File: src/rtl/read_port_buffer_if.sv
// read_port_buffer_if: client request/response and memory read-port signals of
// one read_port_buffer. The slave modport is the buffer's view; the master
// modport is the environment (client plus memory) driving it.
//
// Handshake rules: a request transfers on a rising edge where c_valid & c_ready;
// an address issues where r_avalid & r_aready, and once r_avalid rises both it
// and r_addr hold until that issue; a response is consumed where
// c_dvalid & c_dready; r_dvalid has no ready and is always taken.
interface read_port_buffer_if #(
    parameter int DATA_WIDTH = 16,
    parameter int ADDR_WIDTH = 16
);
    logic [ADDR_WIDTH-1:0] c_addr;
    logic                  c_valid;
    logic                  c_ready;
    logic [DATA_WIDTH-1:0] c_data;
    logic                  c_dvalid;
    logic                  c_dready;
    logic [ADDR_WIDTH-1:0] r_addr;
    logic                  r_avalid;
    logic                  r_aready;
    logic                  r_dvalid;
    logic [DATA_WIDTH-1:0] r_data;

    modport slave (
        input  c_addr, c_valid, c_dready, r_aready, r_dvalid, r_data,
        output c_ready, c_data, c_dvalid, r_addr, r_avalid
    );

    modport master (
        output c_addr, c_valid, c_dready, r_aready, r_dvalid, r_data,
        input  c_ready, c_data, c_dvalid, r_addr, r_avalid
    );
endinterface

File: src/rtl/read_port_buffer.sv
// read_port_buffer: per-requester read front-end for one multibank_memory read
// port. Client addresses queue in a request FIFO and issue on r_addr/r_avalid;
// returned beats land in a response FIFO drained by the client. Issue is gated
// by credit (in-flight reads + buffered responses < RESP_DEPTH) so a memory
// return, which cannot be stalled, always finds a free slot.
//
// Optional feature: define READ_PORT_BUFFER_BYPASS_EN to let a request skip the
// empty request FIFO and issue in the same cycle it is presented.
module read_port_buffer #(
    parameter int DATA_WIDTH = 16,
    parameter int ADDR_WIDTH = 16,
    parameter int REQ_DEPTH  = 4,
    parameter int RESP_DEPTH = 4
) (
    input  logic                              clk,
    input  logic                              rst,
    read_port_buffer_if.slave                 bus,
    output logic [$clog2(RESP_DEPTH+1)-1:0]   outstanding,
    output logic                              err_unexpected
);
    localparam int RAW = $clog2(REQ_DEPTH);
    localparam int RSW = $clog2(RESP_DEPTH);
    localparam int OW  = $clog2(RESP_DEPTH + 1);

    // Storage arrays carry no reset: occupancy is tracked by the pointers.
    logic [ADDR_WIDTH-1:0] req_mem  [REQ_DEPTH];
    logic [DATA_WIDTH-1:0] resp_mem [RESP_DEPTH];

    // Pointers carry one extra bit so full and empty are distinguishable.
    logic [RAW:0]  req_wr_q,  req_wr_d,  req_rd_q,  req_rd_d;
    logic [RSW:0]  resp_wr_q, resp_wr_d, resp_rd_q, resp_rd_d;
    logic [OW-1:0] outstanding_q, outstanding_d;
    logic          err_q, err_d;

    logic          req_empty, req_full, resp_empty;
    logic [RSW:0]  resp_count;
    logic [OW:0]   credit_sum;
    logic          credit_ok, bypass, issue;
    logic          req_push, req_pop, resp_push, resp_pop;

    // Occupancy, credit, issue/return decisions and next-state values.
    always_comb begin
        req_empty  = (req_wr_q == req_rd_q);
        req_full   = (req_wr_q[RAW] != req_rd_q[RAW]) &&
                     (req_wr_q[RAW-1:0] == req_rd_q[RAW-1:0]);
        resp_empty = (resp_wr_q == resp_rd_q);
        resp_count = resp_wr_q - resp_rd_q;

        // Credit only falls on an issue, so a waiting r_avalid never drops.
        credit_sum = (OW+1)'(outstanding_q) + (OW+1)'(resp_count);
        credit_ok  = (credit_sum < (OW+1)'(RESP_DEPTH));

`ifdef READ_PORT_BUFFER_BYPASS_EN
        bypass = req_empty & credit_ok & bus.c_valid;
`else
        bypass = 1'b0;
`endif

        bus.c_ready  = ~req_full;
        bus.r_avalid = (~req_empty & credit_ok) | bypass;
        if (bypass) begin
            bus.r_addr = bus.c_addr;
        end else if (bus.r_avalid) begin
            bus.r_addr = req_mem[req_rd_q[RAW-1:0]];
        end else begin
            bus.r_addr = '0;
        end
        issue = bus.r_avalid & bus.r_aready;

        // A bypassed request that issues immediately never occupies the FIFO.
        req_push = bus.c_valid & ~req_full & ~(bypass & bus.r_aready);
        req_pop  = issue & ~bypass;

        // Returns with nothing in flight are dropped and flagged.
        resp_push = bus.r_dvalid & (outstanding_q != '0);
        resp_pop  = ~resp_empty & bus.c_dready;

        bus.c_dvalid = ~resp_empty;
        bus.c_data   = resp_empty ? '0 : resp_mem[resp_rd_q[RSW-1:0]];

        req_wr_d      = req_wr_q  + (RAW+1)'(req_push);
        req_rd_d      = req_rd_q  + (RAW+1)'(req_pop);
        resp_wr_d     = resp_wr_q + (RSW+1)'(resp_push);
        resp_rd_d     = resp_rd_q + (RSW+1)'(resp_pop);
        outstanding_d = outstanding_q + OW'(issue) - OW'(resp_push);
        err_d         = err_q | (bus.r_dvalid & (outstanding_q == '0));

        outstanding    = outstanding_q;
        err_unexpected = err_q;
    end

    // Control state: pointers, in-flight count and sticky error.
    always_ff @(posedge clk) begin
        if (rst) begin
            req_wr_q      <= '0;
            req_rd_q      <= '0;
            resp_wr_q     <= '0;
            resp_rd_q     <= '0;
            outstanding_q <= '0;
            err_q         <= 1'b0;
        end else begin
            req_wr_q      <= req_wr_d;
            req_rd_q      <= req_rd_d;
            resp_wr_q     <= resp_wr_d;
            resp_rd_q     <= resp_rd_d;
            outstanding_q <= outstanding_d;
            err_q         <= err_d;
        end
    end

    // Request FIFO storage write.
    always_ff @(posedge clk) begin
        if (req_push) begin
            req_mem[req_wr_q[RAW-1:0]] <= bus.c_addr;
        end
    end

    // Response FIFO storage write.
    always_ff @(posedge clk) begin
        if (resp_push) begin
            resp_mem[resp_wr_q[RSW-1:0]] <= bus.r_data;
        end
    end
endmodule

File: src/flat_wrapper.sv
// flat-port wrapper written by rule: the top's interface ports become plain ports
module read_port_buffer_flat 
#(
    parameter int DATA_WIDTH = 16,
    parameter int ADDR_WIDTH = 16,
    parameter int REQ_DEPTH  = 4,
    parameter int RESP_DEPTH = 4
)
  (clk, rst, outstanding, err_unexpected, bus_c_addr, bus_c_valid, bus_c_dready, bus_r_aready, bus_r_dvalid, bus_r_data, bus_c_ready, bus_c_data, bus_c_dvalid, bus_r_addr, bus_r_avalid);
  read_port_buffer_if #(.DATA_WIDTH(DATA_WIDTH), .ADDR_WIDTH(ADDR_WIDTH)) bus_i ();
  input  logic clk;
  input  logic rst;
  output logic [$clog2(RESP_DEPTH+1)-1:0] outstanding;
  output logic err_unexpected;
  input wire logic [$bits(bus_i.c_addr)-1:0] bus_c_addr;
  input wire logic [$bits(bus_i.c_valid)-1:0] bus_c_valid;
  input wire logic [$bits(bus_i.c_dready)-1:0] bus_c_dready;
  input wire logic [$bits(bus_i.r_aready)-1:0] bus_r_aready;
  input wire logic [$bits(bus_i.r_dvalid)-1:0] bus_r_dvalid;
  input wire logic [$bits(bus_i.r_data)-1:0] bus_r_data;
  output wire logic [$bits(bus_i.c_ready)-1:0] bus_c_ready;
  output wire logic [$bits(bus_i.c_data)-1:0] bus_c_data;
  output wire logic [$bits(bus_i.c_dvalid)-1:0] bus_c_dvalid;
  output wire logic [$bits(bus_i.r_addr)-1:0] bus_r_addr;
  output wire logic [$bits(bus_i.r_avalid)-1:0] bus_r_avalid;
  assign bus_i.c_addr = bus_c_addr;
  assign bus_i.c_valid = bus_c_valid;
  assign bus_i.c_dready = bus_c_dready;
  assign bus_i.r_aready = bus_r_aready;
  assign bus_i.r_dvalid = bus_r_dvalid;
  assign bus_i.r_data = bus_r_data;
  assign bus_c_ready = bus_i.c_ready;
  assign bus_c_data = bus_i.c_data;
  assign bus_c_dvalid = bus_i.c_dvalid;
  assign bus_r_addr = bus_i.r_addr;
  assign bus_r_avalid = bus_i.r_avalid;
  read_port_buffer #(.DATA_WIDTH(DATA_WIDTH), .ADDR_WIDTH(ADDR_WIDTH), .REQ_DEPTH(REQ_DEPTH), .RESP_DEPTH(RESP_DEPTH)) u_core (.clk(clk), .rst(rst), .bus(bus_i), .outstanding(outstanding), .err_unexpected(err_unexpected));
endmodule
File: config.mk
export PLATFORM = sky130hd
export DESIGN_NAME = read_port_buffer_flat
export DESIGN_NICKNAME = d
export VERILOG_FILES = /design/src/rtl/read_port_buffer_if.sv /design/src/rtl/read_port_buffer.sv /design/src/flat_wrapper.sv
export SDC_FILE = /design/constraint.sdc
export NUM_CORES = 1
export LEC_CHECK = 0
export CAP_MARGIN = 20
export CORE_UTILIZATION = 59
export CTS_CLUSTER_DIAMETER = 200
export CTS_CLUSTER_SIZE = 40
export DETAILED_ROUTE_END_ITERATION = 12
export HOLD_SLACK_MARGIN = 0.02
export PLACE_DENSITY = 0.85
export SYNTH_ARGS = -nofsm -noshare
export SYNTH_HDL_FRONTEND = slang
export SYNTH_SLANG_ARGS = --single-unit
File: constraint.sdc
create_clock -name clk -period 8.8 [get_ports clk]
set_input_delay 2.64 -clock clk [delete_from_list [all_inputs] [get_ports clk]]
set_output_delay 2.64 -clock clk [all_outputs]
set_load 0.005 [all_outputs]
* After elaboration in Yosys (flattened, before gate mapping) *
Memories as Yosys holds them, arrays and structs flattened. A register that Yosys moved wholly into a read port is not among the register bits.
Cells that the tools add are included.
W data, S select, Z words.

storage, ports and cells
  flip-flop bits (word level) = 16
  bits in writable memories = 128
  bits of input ports = 38
  logic and storage cells = 42
  memories kept = 2

cells by class
  add/sub/neg operators = 8
  order comparisons = 1
  equal/unequal tests = 4
  mux-type cells = 8
  bitwise operators = 10
  reductions and logical operators = 3

memories
  name             depth  bits a word  rd ports  clocked after memory_dff  wr ports  line                    text
  u_core.req_mem   4      16           1         1                         1         read_port_buffer.sv:26  logic [ADDR_WIDTH-1:0] req_mem [REQ_DEPTH];
  u_core.resp_mem  4      16           1         1                         1         read_port_buffer.sv:27  logic [DATA_WIDTH-1:0] resp_mem [RESP_DEPTH];

operators with widths
  operator              number
  $mux W16              2
  $add A3 B1 Y3         5
  $and A1 B1 Y1         6
  $eq A3 B3 Y1          2
  $add A3 B3 Y4         1
  $lt A4 B3 Y1 const B  1
  $mux W1               4
  $mux W2               2
  $logic_not A3 Y1      1
  $not A1 Y1            3
  $reduce_bool A3 Y1    1
  $sub A3 B1 Y3         1
  $sub A3 B3 Y3         1
  $eq A2 B2 Y1          1
  $logic_and A1 B1 Y1   1
  $ne A1 B1 Y1          1
  $or A1 B1 Y1          1

* Depth between registers and ports, before layout *
Gate-level depths: netlist of run 1.

  word-level depth = 7
  gate-level depth with buffers = 15

* Worst setup path before layout of run 1 *
OpenSTA, ideal clock, no wires.

  kind = reg-to-output
  start = reg u_core.resp_rd_q[1]
  end = out bus_r_addr[10]
  arrival time = 2.392 ns
  required time = 6.160 ns
  setup slack = 3.768 ns
  cell stages (with the launch flop) = 11
  path through = dfxtp_1 buf_2 buf_2 inv_1 fa_1 xor2_1 ha_1 nor3_1 o21ai_1 buf_4 nor3b_2

on the way
  cells in the longest elaborated chain, start to end = 5

ends and longest elaborated chain
  what                    line                     text
  start, declared         read_port_buffer.sv:31   logic [RSW:0] resp_wr_q, resp_wr_d, resp_rd_q, resp_rd_d;
  start signal, assigned  read_port_buffer.sv:105  resp_rd_q <= resp_rd_d;
  $sub A3 B3 Y3           read_port_buffer.sv:47   resp_count = resp_wr_q - resp_rd_q;
  $add A3 B3 Y4           read_port_buffer.sv:50   credit_sum = (OW+1)'(outstanding_q) + (OW+1)'(resp_count);
  $lt A4 B3 Y1            read_port_buffer.sv:51   credit_ok = (credit_sum < (OW+1)'(RESP_DEPTH));
  $and A1 B1 Y1           read_port_buffer.sv:60   bus.r_avalid = (~req_empty & credit_ok) | bypass;
  $mux W16                read_port_buffer.sv:63   end else if (bus.r_avalid) begin
  end, declared           flat_wrapper.sv:24       output wire logic [$bits(bus_i.r_addr)-1:0] bus_r_addr;

No other way between the ends.

* Worst setup path after layout of run 1 *
  start = reg u_core.resp_rd_q[1]
  end = out bus_r_addr[5]

Same word-level chain as after synthesis.

==> results of run 1 <==
power by group:
part | leakage (nW) | internal (mW) | total, mW | switching, mW
clock | 0.272 | 0.383 | 0.672 | 0.289
combinational | 0.883 | 0.411 | 0.749 | 0.338
sequential | 1.30 | 0.810 | 0.847 | 0.0370
total | 2.45 | 1.60 | 2.27 | 0.664
metrics by stage:
step	instance area (um^2)	power [mW]	hold slack (ps)	setup slack, ps
6_report	7336	2.269	480.6	2065
4_1_cts	7325	2.275	480.0	2030
3_5_place_dp	6760	1.585	465.0	2694
3_3_place_gp	6760	1.558	456.9	2810
5_1_grt	7336	2.371	530.9	1889
2_1_floorplan	5857	1.281	460.4	3768
cell type report:
class / count / area (um^2) / share of cell area (%)
flip-flops and latches: 144 / 4164 / 56.76
multi-input cells: 129 / 1577 / 21.49
repair buffers: 85 / 832.0 / 11.34
clock buffers: 17 / 414.1 / 5.646
well taps: 129 / 161.4 / 2.200
clock inverters: 15 / 150.1 / 2.047
inverters: 10 / 37.54 / 0.5117
final timing paths:
kind                            cells after the start                    end
worst min-delay path                                2  u_core.err_unexpected
worst max-delay path                                9          bus_r_addr[5]
worst min register to register                      2  u_core.err_unexpected
worst max register to register                     11  u_core.outstanding[2]
flip-flops by register name (all words and copies together) (netlist names):
signal and flops:
u_core.err_unexpected 1, u_core.outstanding 3, u_core.req_wr_q 3, u_core.resp_mem 64, u_core.req_mem 64, u_core.resp_wr_q 3
u_core.req_rd_q 3, u_core.resp_rd_q 3
metal layers:
metal	vias up	global-route usage [%]
met2	115	41.27
met1	1567	29.68
met5	-	0
met3	13	5.659
li1	1348	-
met4	0	10.70
logic make-up after synthesis:
logic type	after synthesis	synth area share [%]
fa+ha+maj	16	3.674
flops	144	71.10
buf+inv	23	2.478
xor+xnor	11	1.901
mux	32	12.50
simple gates	67	8.054
compound gates	3	0.2990
layout by cell type, fill, tap and decap left out, types with 2 or more instances in the layout:
master | netlist | routed
fa_1 | 2 | 2
mux4_2 | 29 | 29
ha_1 | 14 | 14
edfxtp_1 | 128 | 128
nor3_2 | 0 | 3
clkbuf_16 | 0 | 16
nand2_1 | 2 | 2
nor2b_1 | 27 | 27
clkinvlp_4 | 0 | 2
mux4_1 | 3 | 3
and3_1 | 3 | 3
clkinv_4 | 0 | 4
inv_8 | 0 | 2
nor2_1 | 7 | 7
dfxtp_1 | 16 | 16
xnor2_1 | 8 | 8
nor3_1 | 5 | 2
nor3b_1 | 10 | 8
nor3b_2 | 9 | 11
clkdlybuf4s50_1 | 0 | 76
buf_4 | 1 | 8
xor2_2 | 2 | 2
inv_6 | 0 | 5
inv_1 | 10 | 10
critical path, cell delays in order (launching register included):
cell and delay (ps):
dfxtp_1 880, inv_1 230, fa_1 480, xor2_1 190, ha_1 300, nor3_1 210, o21ai_2 220, buf_6 220
nor3b_1 270, clkdlybuf4s50_1 570
==> run_results.csv, run 1 <==
group,metric,value,unit
global_route,grt_max_degree,19,
pwr,power_density,309.2,nW/um^2
clocking,cts_tree,"yes",
min_path,min_from,"u_core.err_unexpected",
layout,fillers,500,
synthesis,syn-num-nets,350,
placement,io_buffers,76,
clocking,worstSkewPairLatency,520,ps
clocking,clkSinkCount,144,
clocking,postCtsResizedCells,0,
drt,firstDrtPassIters,4,
timing,skew,7.579,ps
synthesis,synth_area,5857,um^2
timing,min_period,6735,ps
synthesis,synth_most_common_cell,"edfxtp_1",
setup_path,crit-reg2reg-launch,"u_core.resp_rd_q[1]",
drt,routed-via-count,3043,
timing,worst_pin_slew,1078,ps
timing,rsz0062_at_grt,"false",
synthesis,ys_warn_count,0,
drt,highest_layer,"met4",
layout,drive_gt1_share,22.00,%
setup_path,cp-end-kind,"primary output",
setup_path,r2r_setup_slack,5010,ps
floorplanning,io_pins,77,
clocking,htree_num_levels,4,
drt,wl_met3,560,um
synthesis,ys_seq_elements,144,
drt,drc,0,
layout,syn_to_final_growth,25.25,%
floorplanning,coreArea,9415,um^2
global_route,antenna_found_initial,0,
synthesis,async_reset_ff_share,0,%
pwr,cellLeakagePower,2.454,nW
setup_path,cp.arrival,4090,ps
synthesis,synth_flop_cell,"edfxtp_1",
synthesis,ys_seq_area_share,71.10,%
timing,fin_setup_tns,0,ps
synthesis,synth_common_cells,"edfxtp_1, mux4_2, nor2b_1",
layout,antenna_cells,0,
drt,viasPerCell,5.752,
layout,nets,441,
setup_path,crit_path_start_kind,"flip-flop",
synthesis,synth.top_cell.area_share,65.63,%
placement,dp_hpwl,6.920,mm
drt,drtAntennaViolNets,0,
synthesis,synth_area_leaders,"edfxtp_1, mux4_2, dfxtp_1, ha_1, nor2b_1",
run_status,status,"finished clean",
setup_path,path_class,"flip-flop to primary output",
placement,gp_congestion,0.7291,
global_route,grt_pass1_vias,3259,
global_route,grt.overflow.total,0,
timing,hold_violations,0,
setup_path,crit_start,"u_core.resp_rd_q[1]",
drt,met1_length,4.497,mm
clocking,clk_pin_slew,60,ps
floorplanning,dieWidth,101.6,um
synthesis,synth-edff-count,128,
clocking,root_buffer,"clkbuf_8",
synthesis,synth.distinct_cells,29,
clocking,cts-hold-fix-buffers,0,
clocking,cts_made_buffers,17,
pwr,ir_drop,0.1988,mV
clocking,clockBufferDepth,2,
clocking,post-cts-setup-buffer-count,0,
timing,post-route-period-util,76.53,%
synthesis,synth_largest_area_cell,"edfxtp_1",
flow_run,max_cap_viol_count,0,
timing,relSlewSlack,28.03,%
setup_path,crit_fanout,18,
global_route,track_usage,24.19,%
synthesis,syn_inst,296,
timing,slew_violations,0,
floorplanning,die_h,101.6,um
timing,timing.fmax,148.5,MHz
min_path,hold_path.class,"flip-flop to flip-flop",
drt,drt-wirelength-per-cell,21.40,um
floorplanning,fp-row-count,35,
synthesis,avgSynthCellArea,19.79,um^2
drt,met2_length,6.141,mm
drt,drtIter0Drc,127,
layout,fin_util,77.91,%
placement,dp_cells,496,
timing,finalSetupViolations,0,
floorplanning,initial_core_util,62.21,%
floorplanning,die_area,10330,um^2
setup_path,cp.required,6160,ps
layout,finalNonFillerCells,529,
drt,drt_wl_total,11.32,mm
global_route,grt_pass1_wl,17.39,mm
No activity file was read; power rests on OpenSTA's default activity.
==> run 2, diff against run 1 <==
CORE_UTILIZATION = 55   (was 59)
PLACE_DENSITY = 0.8   (was 0.85)
clock period = 6.6 ns   (was 8.8 ns; I/O delays follow)
==> run 2 against run 1 <==
Critical path depth stayed put. Sequential cell count unchanged. Utilization down 7.0 points. Clock power increased by 28%. Critical path type unchanged. Critical endpoint is now bus_r_addr[3]. Largest cell class unchanged.
==> run_results.csv, run 2 (synthesis results as in run 1) <==
group,metric,value,unit
layout,fin_util,70.88,%
global_route,grt_pass1_wl,16.21,mm
placement,dp_slack,1692,ps
layout,finalNonFillerCells,536,
pwr,pwr-share-clk,29.2,%
timing,timing.fmax,183.8,MHz
layout,drive_gt1_share,22.00,%
clocking,worstSkewPairLatency,510,ps
clocking,htree_num_levels,4,
placement,io_buffers,76,
floorplanning,coreArea,10320,um^2
flow_run,max_cap_viol_count,0,
floorplanning,die_area,11070,um^2
clocking,clk_pin_slew,60,ps
global_route,grt_pass1_vias,3100,
setup_path,r2r_setup_slack,2870,ps
pwr,p_int,2.088,mW
pwr,power_density,401.0,nW/um^2
setup_path,cp.arrival,3460,ps
pwr,p_sw_share,28.82,%
pwr,fin_total_pwr,2.934,mW
setup_path,crit_fanout,18,
global_route,grt_max_degree,19,
pwr,cellLeakagePower,2.441,nW
pwr,ir_drop,0.3226,mV
drt,firstDrtPassIters,4,
clocking,root_buffer,"clkbuf_8",
drt,drtIter0Drc,133,
drt,drtAntennaViolNets,0,
clocking,cts_tree,"yes",
drt,routed-via-count,2917,
setup_path,path_class,"flip-flop to primary output",
timing,slew_violations,0,
layout,layout_commonest_cell,"edfxtp_1",
placement,dp_hpwl,6.224,mm
clocking,post-cts-setup-buffer-count,0,
setup_path,crit-reg2reg-launch,"u_core.resp_wr_q[0]",
setup_path,r2r-end,"u_core.outstanding[2]",
drt,drt-wirelength-per-cell,19.53,um
clocking,cts_made_buffers,17,
layout,multi_input_area,1577,um^2
timing,finalSetupViolations,0,
timing,post-route-period-util,82.44,%
clocking,clkSinkCount,144,
timing,hold_violations,0,
layout,ff_latch_area,4164,um^2
timing,min_period,5441,ps
global_route,grt.overflow.total,0,
clocking,cts-hold-fix-buffers,0,
drt,drt_wl_total,10.47,mm
setup_path,cp-end-kind,"primary output",
clocking,postCtsResizedCells,0,
setup_path,cp.required,4620,ps
timing,relSlewSlack,29.93,%
setup_path,crit_start,"u_core.resp_wr_q[0]",
floorplanning,die_h,105.2,um
layout,syn_to_final_growth,24.93,%
floorplanning,fp-row-count,37,
timing,worst_pin_slew,1051,ps
pwr,sequentialPowerShare,38.4,%
timing,fin_setup_tns,0,ps
setup_path,crit_path_end,"bus_r_addr[3]",
min_path,hold_path.class,"flip-flop to flip-flop",
layout,fillers,621,
setup_path,reg2reg_depth,13,
layout,final_cell_mix,"edfxtp_1, clkdlybuf4s50_1, mux4_2",
global_route,track_usage,20.24,%
clocking,clockBufferDepth,2,
layout,nets,441,
global_route,antenna_found_initial,0,
drt,viasPerCell,5.442,
floorplanning,initial_core_util,56.73,%
pwr,p_comb_share,32.4,%
drt,drc,0,
layout,antenna_cells,0,
timing,setup_ws,1159,ps
setup_path,crit_path_start_kind,"flip-flop",
placement,dp_cells,504,
pwr,p_sw,0.8454,mW
timing,rsz0062_at_grt,"false",
timing,skew,12.59,ps
floorplanning,io_pins,77,
floorplanning,dieWidth,105.2,um
placement,gp_congestion,0.7102,
run_status,status,"finished clean",
run 2: changes by cell type in the layout (fill, tap and decap cells not counted), sizes merged:
cell	change
bufinv	-1
clkbuf	+1
clkinv	-2
clkinvlp	+1
inv	+1
run 2: how the worst min path moves through the flow:
stage | start | to | depth (start not counted)
CTS | u_core.err_unexpected | u_core.err_unexpected | 2
detailed placement | u_core.err_unexpected | u_core.err_unexpected | 2
global route | u_core.err_unexpected | u_core.err_unexpected | 2
floorplan | u_core.err_unexpected | u_core.err_unexpected | 2
global placement | u_core.err_unexpected | u_core.err_unexpected | 2
finish | u_core.err_unexpected | u_core.err_unexpected | 2
run 2: routing by layer:
| metal | global-route usage [%] | vias up | share of wire [%] |
|---|---|---|---|
| li1 | - | 1342 | - |
| met2 | 34.96 | 71 | 53 |
| met1 | 24.77 | 1493 | 42 |
| met3 | 5.115 | 11 | 4.0 |
| met4 | 7.143 | 0 | 1.2 |
| met5 | 0 | - | 0 |
run 2: area by class of cell:
class	instances	share of cell area [%]
repair buffers	85	11.32
multi-input cells	129	21.55
well taps	136	2.326
clock buffers	18	5.711
clock inverters	14	1.676
inverters	10	0.5130
flip-flops and latches	144	56.91
run 2: power groups by stage:
stage / Clock, mW / Combinational, mW / Sequential (mW)
after global placement: 0 / 0.937 / 1.14
after detailed placement: 0 / 0.955 / 1.14
final: 0.857 / 0.951 / 1.13
after global routing: 0.907 / 1.03 / 1.13
after CTS: 0.870 / 0.970 / 1.13
after floorplan: 0 / 0.581 / 1.13
run 2: critical path: stages, from the launching register on:
cell and delay, ps:
dfxtp_1 380, inv_1 100, ha_1 190, inv_1 70, fa_1 430, ha_1 280, nand2_1 50, o21ai_2 800
nor3b_1 130, clkdlybuf4s50_1 510
run 2: through the flow:
stage                     cell area, um^2  hold WS (ps)
after floorplan                      5857         460.4
after global placement               6777         450.8
after detailed placement             6777         472.7
after CTS                            7317         488.6
after global routing                 7317         522.1
final                                7317         489.1
==> run 3, diff against run 2 <==
CORE_UTILIZATION = 49   (was 55)
PLACE_DENSITY = 0.75   (was 0.8)
clock period = 4.56 ns   (was 6.6 ns; I/O delays follow)
==> run 3 against run 2 <==
The flow now finishes with violations (design-rule violations). Utilization decreased by 4.9 points. Design area increased by 3.8%. Highest routed layer unchanged. Sequential share of layout area shrank 2.0 points. Critical path type unchanged. Global-route usage is 0.88 points lower. Critical path depth grew 2. Worst setup slack worse by 1000 ps.
==> run_results.csv, run 3 (synthesis results as in run 1) <==
group,metric,value,unit
run_status,status,"finished with violations",
run_status,violations,"design-rule violations",
timing,post-route-period-util,97.18,%
min_path,hold_end,"u_core.err_unexpected",
timing,hold_violations,0,
floorplanning,coreArea,11520,um^2
placement,place_area,6808,um^2
clocking,cts_tree,"yes",
global_route,antenna_found_initial,0,
pwr,power_density,617.3,nW/um^2
layout,layout_commonest_cell,"edfxtp_1",
min_path,hold_path.class,"flip-flop to flip-flop",
global_route,track_usage,19.35,%
drt,firstDrtPassIters,8,
timing,setup_ws,128.6,ps
layout,drive_gt1_share,25.97,%
layout,fillers,764,
global_route,grt_max_degree,19,
placement,dp_slack,273.5,ps
timing,slew_violations,0,
layout,syn_to_final_growth,29.63,%
layout,ff_latch_area,4165,um^2
floorplanning,die_area,12390,um^2
floorplanning,initial_core_util,50.86,%
clocking,root_buffer,"clkbuf_16",
drt,viasPerCell,5.465,
pwr,fin_total_pwr,4.687,mW
setup_path,crit-reg2reg-launch,"u_core.resp_wr_q[0]",
pwr,ir_drop,0.3507,mV
placement,gp_congestion,0.7331,
setup_path,cp.required,3190,ps
min_path,min_from,"u_core.err_unexpected",
clocking,worstSkewPairLatency,420,ps
setup_path,crit_path_start_kind,"flip-flop",
setup_path,cp.arrival,3060,ps
floorplanning,die_h,111.3,um
placement,io_buffers,76,
layout,final_area,7592,um^2
drt,drt-wirelength-per-cell,19.90,um
clocking,cts-hold-fix-buffers,0,
layout,final_cell_mix,"edfxtp_1, clkdlybuf4s50_1, mux4_2",
timing,relSlewSlack,43.81,%
floorplanning,dieWidth,111.3,um
layout,nets,453,
drt,drc,8,
setup_path,crit_fanout,4,
global_route,grt_pass1_wl,17.41,mm
clocking,clkSinkCount,144,
timing,timing.fmax,225.7,MHz
timing,worst_pin_slew,842.8,ps
drt,drtAntennaViolNets,0,
floorplanning,io_pins,77,
clocking,cts_made_buffers,17,
floorplanning,fp-row-count,39,
global_route,grt.overflow.total,0,
setup_path,r2r_setup_slack,1210,ps
drt,drtIter0Drc,167,
pwr,cellLeakagePower,2.700,nW
timing,skew,4.646,ps
setup_path,reg2reg_depth,14,
setup_path,r2r-end,"u_core.outstanding[1]",
drt,drt_wl_total,11.04,mm
clocking,clockBufferDepth,2,
drt,routed-via-count,3033,
clocking,clk_pin_slew,60,ps
placement,dp_hpwl,6.434,mm
layout,antenna_cells,0,
global_route,grt_pass1_vias,3255,
flow_run,max_cap_viol_count,0,
clocking,htree_num_levels,4,
min_path,hold_path_depth,2,
timing,finalSetupViolations,0,
layout,multi_input_area,1679,um^2
setup_path,cp-end-kind,"primary output",
timing,min_period,4431,ps
setup_path,path_class,"flip-flop to primary output",
[run 3: worst max path at each step]
stage,startpoint,to,slack [ps],cells after the start
final,u_core.resp_wr_q[0],bus_r_addr[15],130,11
after global routing,u_core.resp_wr_q[0],bus_r_addr[15],-30,11
after CTS,u_core.resp_wr_q[0],bus_r_addr[4],0.5,11
after detailed placement,u_core.resp_wr_q[0],bus_r_addr[10],270,9
after global placement,u_core.resp_wr_q[0],bus_r_addr[1],370,9
after floorplan,u_core.resp_rd_q[1],bus_r_addr[10],800,10
[run 3: what timing repair did]
| item | in CTS | in global routing |
|---|---|---|
| resized for setup | 14 | 13 |
| buffers inserted | 2 | 4 |
| endpoints found under the setup margin | 17 | 14 |
| pin swaps | 3 | 7 |
| gates cloned | 3 | 0 |
[run 3: final cells by class]
cell class,count,share of cell area [%]
timing repair buffer,94,12.28
inverter,10,0.4944
tap,143,2.357
clock inverter,11,1.829
multi-input combinational,132,22.12
sequential,144,54.86
clock buffer,21,6.065
[run 3: routing by layer]
layer / global-route usage (%) / part of all wire, % / up-vias
li1: - / - / 1367
met1: 23.62 / 40 / 1548
met2: 32.46 / 53 / 104
met3: 6.097 / 6.0 / 14
met4: 7.387 / 1.3 / 0
met5: 0 / 0 / -
[run 3: power breakdown]
| part | total [mW] | switching (mW) | leakage, nW | internal (mW) |
|---|---|---|---|---|
| clock network | 1.39 | 0.502 | 0.284 | 0.883 |
| logic | 1.68 | 0.761 | 1.12 | 0.920 |
| registers | 1.62 | 0.0547 | 1.30 | 1.57 |
[run 3: per-stage QoR]
stage                     cells  setup TNS [ps]  utilization, %  hold slack [ps]
after floorplan             296               0               -            460.4
after global placement      514               0           59.12            448.9
after detailed placement    514               0           59.12            462.9
after CTS                   551               0           65.20            476.0
after global routing        555          -26.69           65.93            525.2
final                       555               0           65.93            465.8
[run 3: critical path, stage by stage, from the launching register on]
cell	delay, ps
dfxtp_2	340
inv_2	80
ha_1	140
inv_1	50
fa_1	380
xor2_1	190
ha_1	340
nor3_4	140
buf_6	180
o21ai_4	120
nor3b_2	190
clkdlybuf4s50_1	510
